--- src/rtl/context_access_ctrl_if.sv ---
// Context memory bus: read/write ports between context_access_ctrl (master)
// and the ContextMemory instance (slave).
interface context_access_ctrl_if #(
    parameter int Q_length   = 9,
    parameter int A_length   = 16,
    parameter int B_length   = 7,
    parameter int C_length   = 8,
    parameter int N_length   = 7,
    parameter int Nn_length  = 7,
    parameter int Context_rw = 2
);
    logic                  mem_read;
    logic [Q_length-1:0]   mem_Q_Read;
    logic [Context_rw-1:0] mem_write;
    logic [Q_length-1:0]   mem_Q_Write;
    logic [A_length-1:0]   mem_A_Write;
    logic [B_length-1:0]   mem_B_Write;
    logic [C_length-1:0]   mem_C_Write;
    logic [N_length-1:0]   mem_N_Write;
    logic [Nn_length-1:0]  mem_Nn_Write;
    logic [A_length-1:0]   mem_A_Read;
    logic [B_length-1:0]   mem_B_Read;
    logic [C_length-1:0]   mem_C_Read;
    logic [N_length-1:0]   mem_N_Read;
    logic [Nn_length-1:0]  mem_Nn_Read;

    modport master (
        output mem_read, mem_Q_Read, mem_write, mem_Q_Write,
               mem_A_Write, mem_B_Write, mem_C_Write, mem_N_Write, mem_Nn_Write,
        input  mem_A_Read, mem_B_Read, mem_C_Read, mem_N_Read, mem_Nn_Read
    );

    modport slave (
        input  mem_read, mem_Q_Read, mem_write, mem_Q_Write,
               mem_A_Write, mem_B_Write, mem_C_Write, mem_N_Write, mem_Nn_Write,
        output mem_A_Read, mem_B_Read, mem_C_Read, mem_N_Read, mem_Nn_Read
    );
endinterface

--- src/rtl/context_access_ctrl.sv ---
// JPEG-LS context memory sequencer: init sweep, fetch/write-back arbitration.
// Optional macro CTX_FWD_EN: forward same-cycle same-context updates instead of stalling.
module context_access_ctrl #(
    parameter int Q_length   = 9,
    parameter int A_length   = 16,
    parameter int B_length   = 7,
    parameter int C_length   = 8,
    parameter int N_length   = 7,
    parameter int Nn_length  = 7,
    parameter int Context_rw = 2,
    parameter int NUM_CTX    = 367,
    parameter int A_INIT     = 4,
    parameter int N_INIT     = 1
) (
    input  logic                  clk,
    input  logic                  rst,
    input  logic                  scan_start,
    output logic                  init_done,
    input  logic                  req_valid,
    output logic                  req_ready,
    input  logic [Q_length-1:0]   req_q,
    input  logic                  upd_valid,
    input  logic [Q_length-1:0]   upd_q,
    input  logic [Context_rw-1:0] upd_mask,
    input  logic [A_length-1:0]   upd_A,
    input  logic [B_length-1:0]   upd_B,
    input  logic [C_length-1:0]   upd_C,
    input  logic [N_length-1:0]   upd_N,
    input  logic [Nn_length-1:0]  upd_Nn,
    output logic                  ctx_valid,
    output logic [Q_length-1:0]   ctx_q,
    output logic [A_length-1:0]   ctx_A,
    output logic [B_length-1:0]   ctx_B,
    output logic [C_length-1:0]   ctx_C,
    output logic [N_length-1:0]   ctx_N,
    output logic [Nn_length-1:0]  ctx_Nn,
    context_access_ctrl_if.master mem
);
    localparam logic [Q_length-1:0]   LAST_Q   = Q_length'(NUM_CTX - 1);
    localparam logic [Context_rw-1:0] MASK_ALL = {Context_rw{1'b1}};

    typedef enum logic [0:0] {ST_INIT = 1'b0, ST_RUN = 1'b1} state_t;

    state_t                state_r, state_nxt_s;
    logic [Q_length-1:0]   cnt_r, cnt_nxt_s;
    logic                  init_done_r;
    logic                  ctx_valid_r;
    logic [Q_length-1:0]   ctx_q_r;
    logic                  hazard_s, ready_s, accept_s;
    logic [Context_rw-1:0] wr_code_s;
    logic [Q_length-1:0]   wr_q_s;
    logic [A_length-1:0]   wr_A_s, ctx_A_s;
    logic [B_length-1:0]   wr_B_s, ctx_B_s;
    logic [C_length-1:0]   wr_C_s, ctx_C_s;
    logic [N_length-1:0]   wr_N_s, ctx_N_s;
    logic [Nn_length-1:0]  wr_Nn_s, ctx_Nn_s;

    assign hazard_s = upd_valid && (upd_q == req_q);
    // Reset masks every memory strobe so nothing is written while rst is held.
    assign req_ready = rst ? 1'b0 : ready_s;
    assign accept_s  = req_valid && req_ready;

    // Next-state and memory-port decode for the INIT sweep and RUN service.
    always_comb begin
        state_nxt_s = state_r;
        cnt_nxt_s   = cnt_r;
        ready_s     = 1'b0;
        wr_code_s   = '0;
        wr_q_s      = upd_q;
        wr_A_s      = upd_A;
        wr_B_s      = upd_B;
        wr_C_s      = upd_C;
        wr_N_s      = upd_N;
        wr_Nn_s     = upd_Nn;
        case (state_r)
            ST_INIT: begin
                wr_code_s = MASK_ALL;
                wr_q_s    = cnt_r;
                wr_A_s    = A_length'(A_INIT);
                wr_B_s    = '0;
                wr_C_s    = '0;
                wr_N_s    = N_length'(N_INIT);
                wr_Nn_s   = '0;
                if (scan_start) begin
                    cnt_nxt_s = '0;
                end else if (cnt_r == LAST_Q) begin
                    state_nxt_s = ST_RUN;
                    cnt_nxt_s   = '0;
                end else begin
                    cnt_nxt_s = cnt_r + Q_length'(1);
                end
            end
            ST_RUN: begin
`ifdef CTX_FWD_EN
                ready_s = 1'b1;
`else
                ready_s = !hazard_s;
`endif
                if (upd_valid) begin
                    wr_code_s = upd_mask;
                end else begin
                    wr_code_s = '0;
                end
                if (scan_start) begin
                    state_nxt_s = ST_INIT;
                    cnt_nxt_s   = '0;
                end else begin
                    state_nxt_s = ST_RUN;
                end
            end
            default: begin
                state_nxt_s = ST_INIT;
                cnt_nxt_s   = '0;
            end
        endcase
    end

    assign mem.mem_read     = accept_s;
    assign mem.mem_Q_Read   = accept_s ? req_q : '0;
    assign mem.mem_write    = rst ? '0 : wr_code_s;
    assign mem.mem_Q_Write  = wr_q_s;
    assign mem.mem_A_Write  = wr_A_s;
    assign mem.mem_B_Write  = wr_B_s;
    assign mem.mem_C_Write  = wr_C_s;
    assign mem.mem_N_Write  = wr_N_s;
    assign mem.mem_Nn_Write = wr_Nn_s;

    // FSM state, sweep counter and fetch pipeline registers.
    always_ff @(posedge clk) begin
        if (rst) begin
            state_r     <= ST_INIT;
            cnt_r       <= '0;
            init_done_r <= 1'b0;
            ctx_valid_r <= 1'b0;
            ctx_q_r     <= '0;
        end else begin
            state_r     <= state_nxt_s;
            cnt_r       <= cnt_nxt_s;
            init_done_r <= (state_nxt_s == ST_RUN);
            ctx_valid_r <= accept_s;
            if (accept_s) begin
                ctx_q_r <= req_q;
            end else begin
                ctx_q_r <= ctx_q_r;
            end
        end
    end

`ifdef CTX_FWD_EN
    logic [Context_rw-1:0] fwd_mask_r;
    logic [A_length-1:0]   fwd_A_r;
    logic [B_length-1:0]   fwd_B_r;
    logic [C_length-1:0]   fwd_C_r;
    logic [N_length-1:0]   fwd_N_r;
    logic [Nn_length-1:0]  fwd_Nn_r;

    // Capture an update that hits the context being fetched in the same cycle.
    always_ff @(posedge clk) begin
        if (rst) begin
            fwd_mask_r <= '0;
            fwd_A_r    <= '0;
            fwd_B_r    <= '0;
            fwd_C_r    <= '0;
            fwd_N_r    <= '0;
            fwd_Nn_r   <= '0;
        end else if (accept_s && hazard_s) begin
            fwd_mask_r <= upd_mask;
            fwd_A_r    <= upd_A;
            fwd_B_r    <= upd_B;
            fwd_C_r    <= upd_C;
            fwd_N_r    <= upd_N;
            fwd_Nn_r   <= upd_Nn;
        end else begin
            fwd_mask_r <= '0;
            fwd_A_r    <= fwd_A_r;
            fwd_B_r    <= fwd_B_r;
            fwd_C_r    <= fwd_C_r;
            fwd_N_r    <= fwd_N_r;
            fwd_Nn_r   <= fwd_Nn_r;
        end
    end
`endif

    // Fetched fields: memory read data, optionally overridden by forwarded fields.
    always_comb begin
        ctx_A_s  = '0;
        ctx_B_s  = '0;
        ctx_C_s  = '0;
        ctx_N_s  = '0;
        ctx_Nn_s = '0;
        if (ctx_valid_r) begin
`ifdef CTX_FWD_EN
            if (fwd_mask_r == MASK_ALL) begin
                ctx_A_s = fwd_A_r;
                ctx_N_s = fwd_N_r;
            end else begin
                ctx_A_s = mem.mem_A_Read;
                ctx_N_s = mem.mem_N_Read;
            end
            if (fwd_mask_r[0]) begin
                ctx_B_s = fwd_B_r;
                ctx_C_s = fwd_C_r;
            end else begin
                ctx_B_s = mem.mem_B_Read;
                ctx_C_s = mem.mem_C_Read;
            end
            if (fwd_mask_r[1]) begin
                ctx_Nn_s = fwd_Nn_r;
            end else begin
                ctx_Nn_s = mem.mem_Nn_Read;
            end
`else
            ctx_A_s  = mem.mem_A_Read;
            ctx_B_s  = mem.mem_B_Read;
            ctx_C_s  = mem.mem_C_Read;
            ctx_N_s  = mem.mem_N_Read;
            ctx_Nn_s = mem.mem_Nn_Read;
`endif
        end else begin
            ctx_A_s  = '0;
            ctx_B_s  = '0;
            ctx_C_s  = '0;
            ctx_N_s  = '0;
            ctx_Nn_s = '0;
        end
    end

    assign init_done = init_done_r;
    assign ctx_valid = ctx_valid_r;
    assign ctx_q     = ctx_q_r;
    assign ctx_A     = ctx_A_s;
    assign ctx_B     = ctx_B_s;
    assign ctx_C     = ctx_C_s;
    assign ctx_N     = ctx_N_s;
    assign ctx_Nn    = ctx_Nn_s;
endmodule
--- src/flat_wrapper.sv ---
// flat-port wrapper written by rule: the top's interface ports become plain ports
module context_access_ctrl_flat 
#(
    parameter int Q_length   = 9,
    parameter int A_length   = 16,
    parameter int B_length   = 7,
    parameter int C_length   = 8,
    parameter int N_length   = 7,
    parameter int Nn_length  = 7,
    parameter int Context_rw = 2,
    parameter int NUM_CTX    = 367,
    parameter int A_INIT     = 4,
    parameter int N_INIT     = 1
)
  (clk, rst, scan_start, init_done, req_valid, req_ready, req_q, upd_valid, upd_q, upd_mask, upd_A, upd_B, upd_C, upd_N, upd_Nn, ctx_valid, ctx_q, ctx_A, ctx_B, ctx_C, ctx_N, ctx_Nn, mem_mem_read, mem_mem_Q_Read, mem_mem_write, mem_mem_Q_Write, mem_mem_A_Write, mem_mem_B_Write, mem_mem_C_Write, mem_mem_N_Write, mem_mem_Nn_Write, mem_mem_A_Read, mem_mem_B_Read, mem_mem_C_Read, mem_mem_N_Read, mem_mem_Nn_Read);
  context_access_ctrl_if #(.Q_length(Q_length), .A_length(A_length), .B_length(B_length), .C_length(C_length), .N_length(N_length), .Nn_length(Nn_length), .Context_rw(Context_rw)) mem_i ();
  input  logic clk;
  input  logic rst;
  input  logic scan_start;
  output logic init_done;
  input  logic req_valid;
  output logic req_ready;
  input  logic [Q_length-1:0] req_q;
  input  logic upd_valid;
  input  logic [Q_length-1:0] upd_q;
  input  logic [Context_rw-1:0] upd_mask;
  input  logic [A_length-1:0] upd_A;
  input  logic [B_length-1:0] upd_B;
  input  logic [C_length-1:0] upd_C;
  input  logic [N_length-1:0] upd_N;
  input  logic [Nn_length-1:0] upd_Nn;
  output logic ctx_valid;
  output logic [Q_length-1:0] ctx_q;
  output logic [A_length-1:0] ctx_A;
  output logic [B_length-1:0] ctx_B;
  output logic [C_length-1:0] ctx_C;
  output logic [N_length-1:0] ctx_N;
  output logic [Nn_length-1:0] ctx_Nn;
  output wire logic [$bits(mem_i.mem_read)-1:0] mem_mem_read;
  output wire logic [$bits(mem_i.mem_Q_Read)-1:0] mem_mem_Q_Read;
  output wire logic [$bits(mem_i.mem_write)-1:0] mem_mem_write;
  output wire logic [$bits(mem_i.mem_Q_Write)-1:0] mem_mem_Q_Write;
  output wire logic [$bits(mem_i.mem_A_Write)-1:0] mem_mem_A_Write;
  output wire logic [$bits(mem_i.mem_B_Write)-1:0] mem_mem_B_Write;
  output wire logic [$bits(mem_i.mem_C_Write)-1:0] mem_mem_C_Write;
  output wire logic [$bits(mem_i.mem_N_Write)-1:0] mem_mem_N_Write;
  output wire logic [$bits(mem_i.mem_Nn_Write)-1:0] mem_mem_Nn_Write;
  input wire logic [$bits(mem_i.mem_A_Read)-1:0] mem_mem_A_Read;
  input wire logic [$bits(mem_i.mem_B_Read)-1:0] mem_mem_B_Read;
  input wire logic [$bits(mem_i.mem_C_Read)-1:0] mem_mem_C_Read;
  input wire logic [$bits(mem_i.mem_N_Read)-1:0] mem_mem_N_Read;
  input wire logic [$bits(mem_i.mem_Nn_Read)-1:0] mem_mem_Nn_Read;
  assign mem_mem_read = mem_i.mem_read;
  assign mem_mem_Q_Read = mem_i.mem_Q_Read;
  assign mem_mem_write = mem_i.mem_write;
  assign mem_mem_Q_Write = mem_i.mem_Q_Write;
  assign mem_mem_A_Write = mem_i.mem_A_Write;
  assign mem_mem_B_Write = mem_i.mem_B_Write;
  assign mem_mem_C_Write = mem_i.mem_C_Write;
  assign mem_mem_N_Write = mem_i.mem_N_Write;
  assign mem_mem_Nn_Write = mem_i.mem_Nn_Write;
  assign mem_i.mem_A_Read = mem_mem_A_Read;
  assign mem_i.mem_B_Read = mem_mem_B_Read;
  assign mem_i.mem_C_Read = mem_mem_C_Read;
  assign mem_i.mem_N_Read = mem_mem_N_Read;
  assign mem_i.mem_Nn_Read = mem_mem_Nn_Read;
  context_access_ctrl #(.Q_length(Q_length), .A_length(A_length), .B_length(B_length), .C_length(C_length), .N_length(N_length), .Nn_length(Nn_length), .Context_rw(Context_rw), .NUM_CTX(NUM_CTX), .A_INIT(A_INIT), .N_INIT(N_INIT)) u_core (.clk(clk), .rst(rst), .scan_start(scan_start), .init_done(init_done), .req_valid(req_valid), .req_ready(req_ready), .req_q(req_q), .upd_valid(upd_valid), .upd_q(upd_q), .upd_mask(upd_mask), .upd_A(upd_A), .upd_B(upd_B), .upd_C(upd_C), .upd_N(upd_N), .upd_Nn(upd_Nn), .ctx_valid(ctx_valid), .ctx_q(ctx_q), .ctx_A(ctx_A), .ctx_B(ctx_B), .ctx_C(ctx_C), .ctx_N(ctx_N), .ctx_Nn(ctx_Nn), .mem(mem_i));
endmodule
--- config.mk ---
export PLATFORM = sky130hd
export DESIGN_NAME = context_access_ctrl_flat
export DESIGN_NICKNAME = d
export VERILOG_FILES = /design/src/rtl/context_access_ctrl_if.sv /design/src/rtl/context_access_ctrl.sv /design/src/flat_wrapper.sv
export SDC_FILE = /design/constraint.sdc
export NUM_CORES = 1
export LEC_CHECK = 0
export ABC_AREA = 1
export CAP_MARGIN = 10
export CORE_AREA = 2 2 92 94
export CTS_CLUSTER_DIAMETER = 50
export DETAILED_ROUTE_END_ITERATION = 7
export DIE_AREA = 0 0 94 96
export PLACE_DENSITY = 0.76
export SYNTH_ARGS = -nofsm -noshare
export SYNTH_HDL_FRONTEND = slang
export SYNTH_SLANG_ARGS = --single-unit
--- constraint.sdc ---
create_clock -name clk -period 1.9 [get_ports clk]
set_clock_uncertainty 0.15 [all_clocks]
set_input_delay 0.38 -clock clk [delete_from_list [all_inputs] [get_ports clk]]
set_output_delay 0.38 -clock clk [all_outputs]
set_load 0.02 [all_outputs]
Yosys cells after proc, flatten, opt, wreduce, memory -nomap -nowiden

Cells that the tools add are included.

Reductions and logical operators: 3
Bitwise logic cells: 1
Eq/ne operators: 3
Multiplexer cells: 25
Add/subtract/negate cells: 1

Operator list:

| cell                  | count |
|---|---|
| $mux W9               | 5 |
| $mux W7               | 6 |
| $mux W16              | 2 |
| $pmux W9 S2           | 1 |
| $mux W8               | 2 |
| $add A9 B1 Y9 const B | 1 |
| $eq A9 B9 Y1          | 1 |
| $eq A9 B9 Y1 const B  | 1 |
| $mux W1               | 5 |
| $mux W2               | 2 |
| $pmux W2 S2           | 1 |
| $logic_and A1 B1 Y1   | 2 |
| $ne A2 B2 Y1 const B  | 1 |
| $pmux W1 S2           | 1 |
| $logic_not A1 Y1      | 1 |
| $not A1 Y1            | 1 |

Input port bits: 115
Bits in registers: 20
Output and inout bits: 123
Word-level logic and storage cells: 37

Logic depth before layout (Yosys ltp)

Word-level depth: 7
Mapped depth: 11
Gate-level depth less buffers: 10

Worst setup path before layout

No wires, ideal clock.

Kind: register to output
Start: register, netlist name u_core.init_done
End: output port mem_mem_Q_Read[1]
Setup slack: 97 ps
Buffers on the path: 2
Data required time: 1370 ps
Arrival time: 1273 ps
Stages on the path, launching flop included: 7
Cell sequence: dfxtp_1 buf_4 inv_2 nor2_2 buf_2 nand4_1 inv_1

RTL lines:

| item          | RTL line           | text |
|---|---|---|
| end, declared | flat_wrapper.sv:40 | `output wire logic [$bits(mem_i.mem_Q_Read)-1:0] mem_mem_Q_Read;` |

Final worst setup path

Start: input port req_q[3]
End: output port mem_mem_Q_Read[6]

Word-level cells in the longest chain between the ends: 7

RTL lines:

| item                | RTL line                   | text |
|---|---|---|
| start, declared     | flat_wrapper.sv:23         | `input logic [Q_length-1:0] req_q;` |
| $eq A9 B9 Y1        | context_access_ctrl.sv:58  | `assign hazard_s = upd_valid && (upd_q == req_q);` |
| $logic_and A1 B1 Y1 | context_access_ctrl.sv:58  |  |
| $logic_not A1 Y1    | context_access_ctrl.sv:97  | `ready_s = !hazard_s;` |
| $mux W1             | context_access_ctrl.sv:75  | `case (state_r)` |
| $mux W1             | context_access_ctrl.sv:60  | `assign req_ready = rst ? 1'b0 : ready_s;` |
| $logic_and A1 B1 Y1 | context_access_ctrl.sv:61  | `assign accept_s = req_valid && req_ready;` |
| $mux W9             | context_access_ctrl.sv:119 | `assign mem.mem_Q_Read = accept_s ? req_q : '0;` |

No other way between the ends.

==> flow_summary.yaml <==
synth:
  yosysTopAreaCell: "nand2_1"
  synth_area_um2: 2010
  syn_avg_cell_area_um2: 5.12
  synth_most_common_cell: "nand2_1"
  ys_ff_latch: 20
  synth_ff_type: "dfxtp_1"
  synth_cells: 392
  yosys-top-cells-count: "nand2_1, inv_1, dfxtp_1, clkbuf_1, o21ai_0"
  yosys_warnings: 0
  ys_seq_area_share_pct: 20.0
  synth_nets: 509
  async_reset_ff_share_pct: 0
  synth_area_leaders: "nand2_1, inv_1, dfxtp_1"
  synthDistinctLibCells: 29
  synth_enable_flop_cells: 0
  post-synth-top-area-fraction_pct: 27.3
power:
  clkPwrFrac_pct: 35.4
  swShare_pct: 22.1
  pwr_density_cell_nw_per_um2: 250
  p_int_w: 0.000954
  p_switching_w: 0.000271
  vdd_drop_max_v: 0.000207
  leakage_nw: 3.09
  p_total_w: 0.00122
  power.share.sequential_pct: 34.5
  comb_power_share_pct: 30.0
flow_run:
  max_cap_viol_count: 0
outcome:
  outcome: "finished with violations"
  failed_checks: "setup timing"
critical_path:
  crit_type: "in -> out"
  worst_setup_path_end_kind: "primary output"
  crit_path_max_fanout: 7
  cp-start-kind: "primary input"
  required_ps: 1370
  ff2ff_path_depth: 10
  critPathArrivalTime_ps: 1450
  rr_startpoint: "u_core.init_done$_SDFF_PP0_"
  r2r_setup_slack_ps: 60
  r2r-end: "u_core.ctx_q[1]$_SDFFE_PP0P_"
timing:
  finalMaxSlewViolations: 0
  period_share_pct: 104
  worstMarginPinSlew_ps: 356
  timing.setup.tns_ps: -374
  rsz0062_at_grt: "yes"
  hold_viol: 0
  slew_headroom_pct: 76.2
  min_period_ps: 1980
  clock.fmax_mhz: 505
  layout_setup_ws_ps: -80.6
  setup_viol: 8
hold_path:
  hold_class: "reg -> reg"
  hold_depth: 2
  hold_end: "u_core.ctx_q[3]$_SDFFE_PP0P_"
  hp-start: "u_core.ctx_q[3]$_SDFFE_PP0P_"
routing:
  drc: 0
  drt_wl_total_um: 9880
  vias: 3264
  drt_iter0_drc: 115
  ant_nets: 0
  vias_per_cell: 4.21
  drt-pass1-iter-count: 4
  routedWlPerCell_um: 12.7
placed_design:
  hpwl_um: 7590
  dpl.cell_count: 745
  io_buffers: 237
  place_congestion: 0.823
  dpl_cell_area_um2: 4670
die:
  fp.dieH_um: 96
  die_w_um: 94
  row_count: 33
  io_pins: 238
  core-area_um2: 8050
  die-area_um2: 9020
  start_util_pct: 24.9
clocking:
  clk_latency_ps: 260
  root_buffer: "clkbuf_8"
  tritoncts: "yes"
  cts_made_buffers: 3
  cts_max_level: 1
  clockBufferDepth: 2
  cts_sinks: 20
  clkTransAtPathRegs_ps: 80
layout:
  fin_util_pct: 60.8
  nFillCells: 761
  antenna_cells: 0
  area_delta_synth_final_pct: 144
  nets: 788
  layout.cells.non_filler: 775
  drive_above_1_share_pct: 24.0
  post-route-cell-area_um2: 4900
global_routing:
  gr-total-overflow: 0
  grt_pass1_wl_um: 14100
  grt_max_degree: 47
  antenna_found_initial: 0
  grtUsageTotal_pct: 19.5
  grt_pass1_vias: 3059
[final cells by class]
type	instances	area (um^2)	share of cell area [%]
repair buffers	292	2700	55.1
multi-input cells	228	1110	22.7
inverters	126	478	9.76
flip-flops and latches	20	405	8.28
well taps	105	131	2.68
clock buffers	3	41.3	0.843
clock inverters	1	30.0	0.613
[worst max-delay path, cell delays in order]
cell     delay [ps]
buf_4           130
inv_2            40
nand2_1          40
nand2_1          70
nand2_1          60
nor2_2          120
nand3_2         130
buf_6           160
nand4_1         120
inv_1            80
buf_6           130
[how the worst max path moves through the flow]
stage	start	endpoint	slack, ps	cells past startpoint
after CTS	req_q[6]	mem_mem_Q_Read[2]	-30	12
final	req_q[3]	mem_mem_Q_Read[6]	-80	11
after floorplan	u_core.init_done$_SDFF_PP0_	mem_mem_Q_Read[1]	100	6
after global placement	upd_q[8]	mem_mem_Q_Read[7]	-860	11
after global routing	req_q[3]	mem_mem_Q_Read[6]	-180	11
after detailed placement	upd_q[3]	mem_mem_Q_Read[2]	-930	11
[routing by layer]
metal | GRT usage (%) | part of all wire [%] | vias to the layer above
li1 | - | - | 1656
met2 | 39.6 | 56 | 158
met1 | 19.0 | 33 | 1430
met3 | 4.62 | 9.2 | 20
met5 | 0 | 0 | -
met4 | 6.76 | 2.0 | 0
[cells by family (layout without fill, tap and decap cells)]
logic type               after synthesis  after routing  synth area share [%]
XOR/XNOR                               3              3                  1.31
flip-flops                            20             20                  20.0
AND/OR/NAND/NOR                      189            189                  39.4
AO/OA/AOI/OAI                         34             34                  10.3
adder cells (fa/ha/maj)                2              2                  1.25
buffers and inverters                144            422                  27.8
[power by group through the flow]
stage	sequential [W]	combinational (W)	clock, W
after floorplan	0.000433	0.0000567	0
after global placement	0.000433	0.000338	0
after detailed placement	0.000434	0.000343	0
after CTS	0.000422	0.000337	0.000447
after global routing	0.000423	0.000393	0.000475
final	0.000422	0.000368	0.000434
[repair_timing]
action,4_1_cts,5_1_grt
gates resized for setup,272,110
hold buffers,0,0
endpoints found under the setup margin,123,72
gates cloned,0,1
setup buffers,22,5
pin swaps,15,16
[flip-flops by register name (all words and copies together), names as in the netlist]
name and count:
u_core.ctx_q 9, u_core.ctx_valid 1, u_core.cnt_r 9, u_core.init_done 1
[cells in the final DEF (no fill, tap or decap), types with 3 or more instances in the layout]
cell type	instances
nor2_1	9
nor3_1	3
a21oi_1	11
a21oi_2	9
dlygate4sd2_1	57
nand4_1	9
nand2_2	15
o21ai_0	12
inv_2	13
nand2_1	140
clkdlybuf4s50_1	102
clkbuf_2	18
clkbuf_8	3
inv_1	111
buf_2	6
buf_6	30
buf_4	46
dfxtp_1	18
clkdlybuf4s15_1	28
[stage by stage]
step | hold slack (ps) | setup WS (ps)
after floorplan | 307 | 97.3
after global placement | 303 | -861
after detailed placement | 308 | -930
after CTS | 319 | -33.3
after global routing | 338 | -176
final | 318 | -80.6
(Power assumes the default switching activity.)
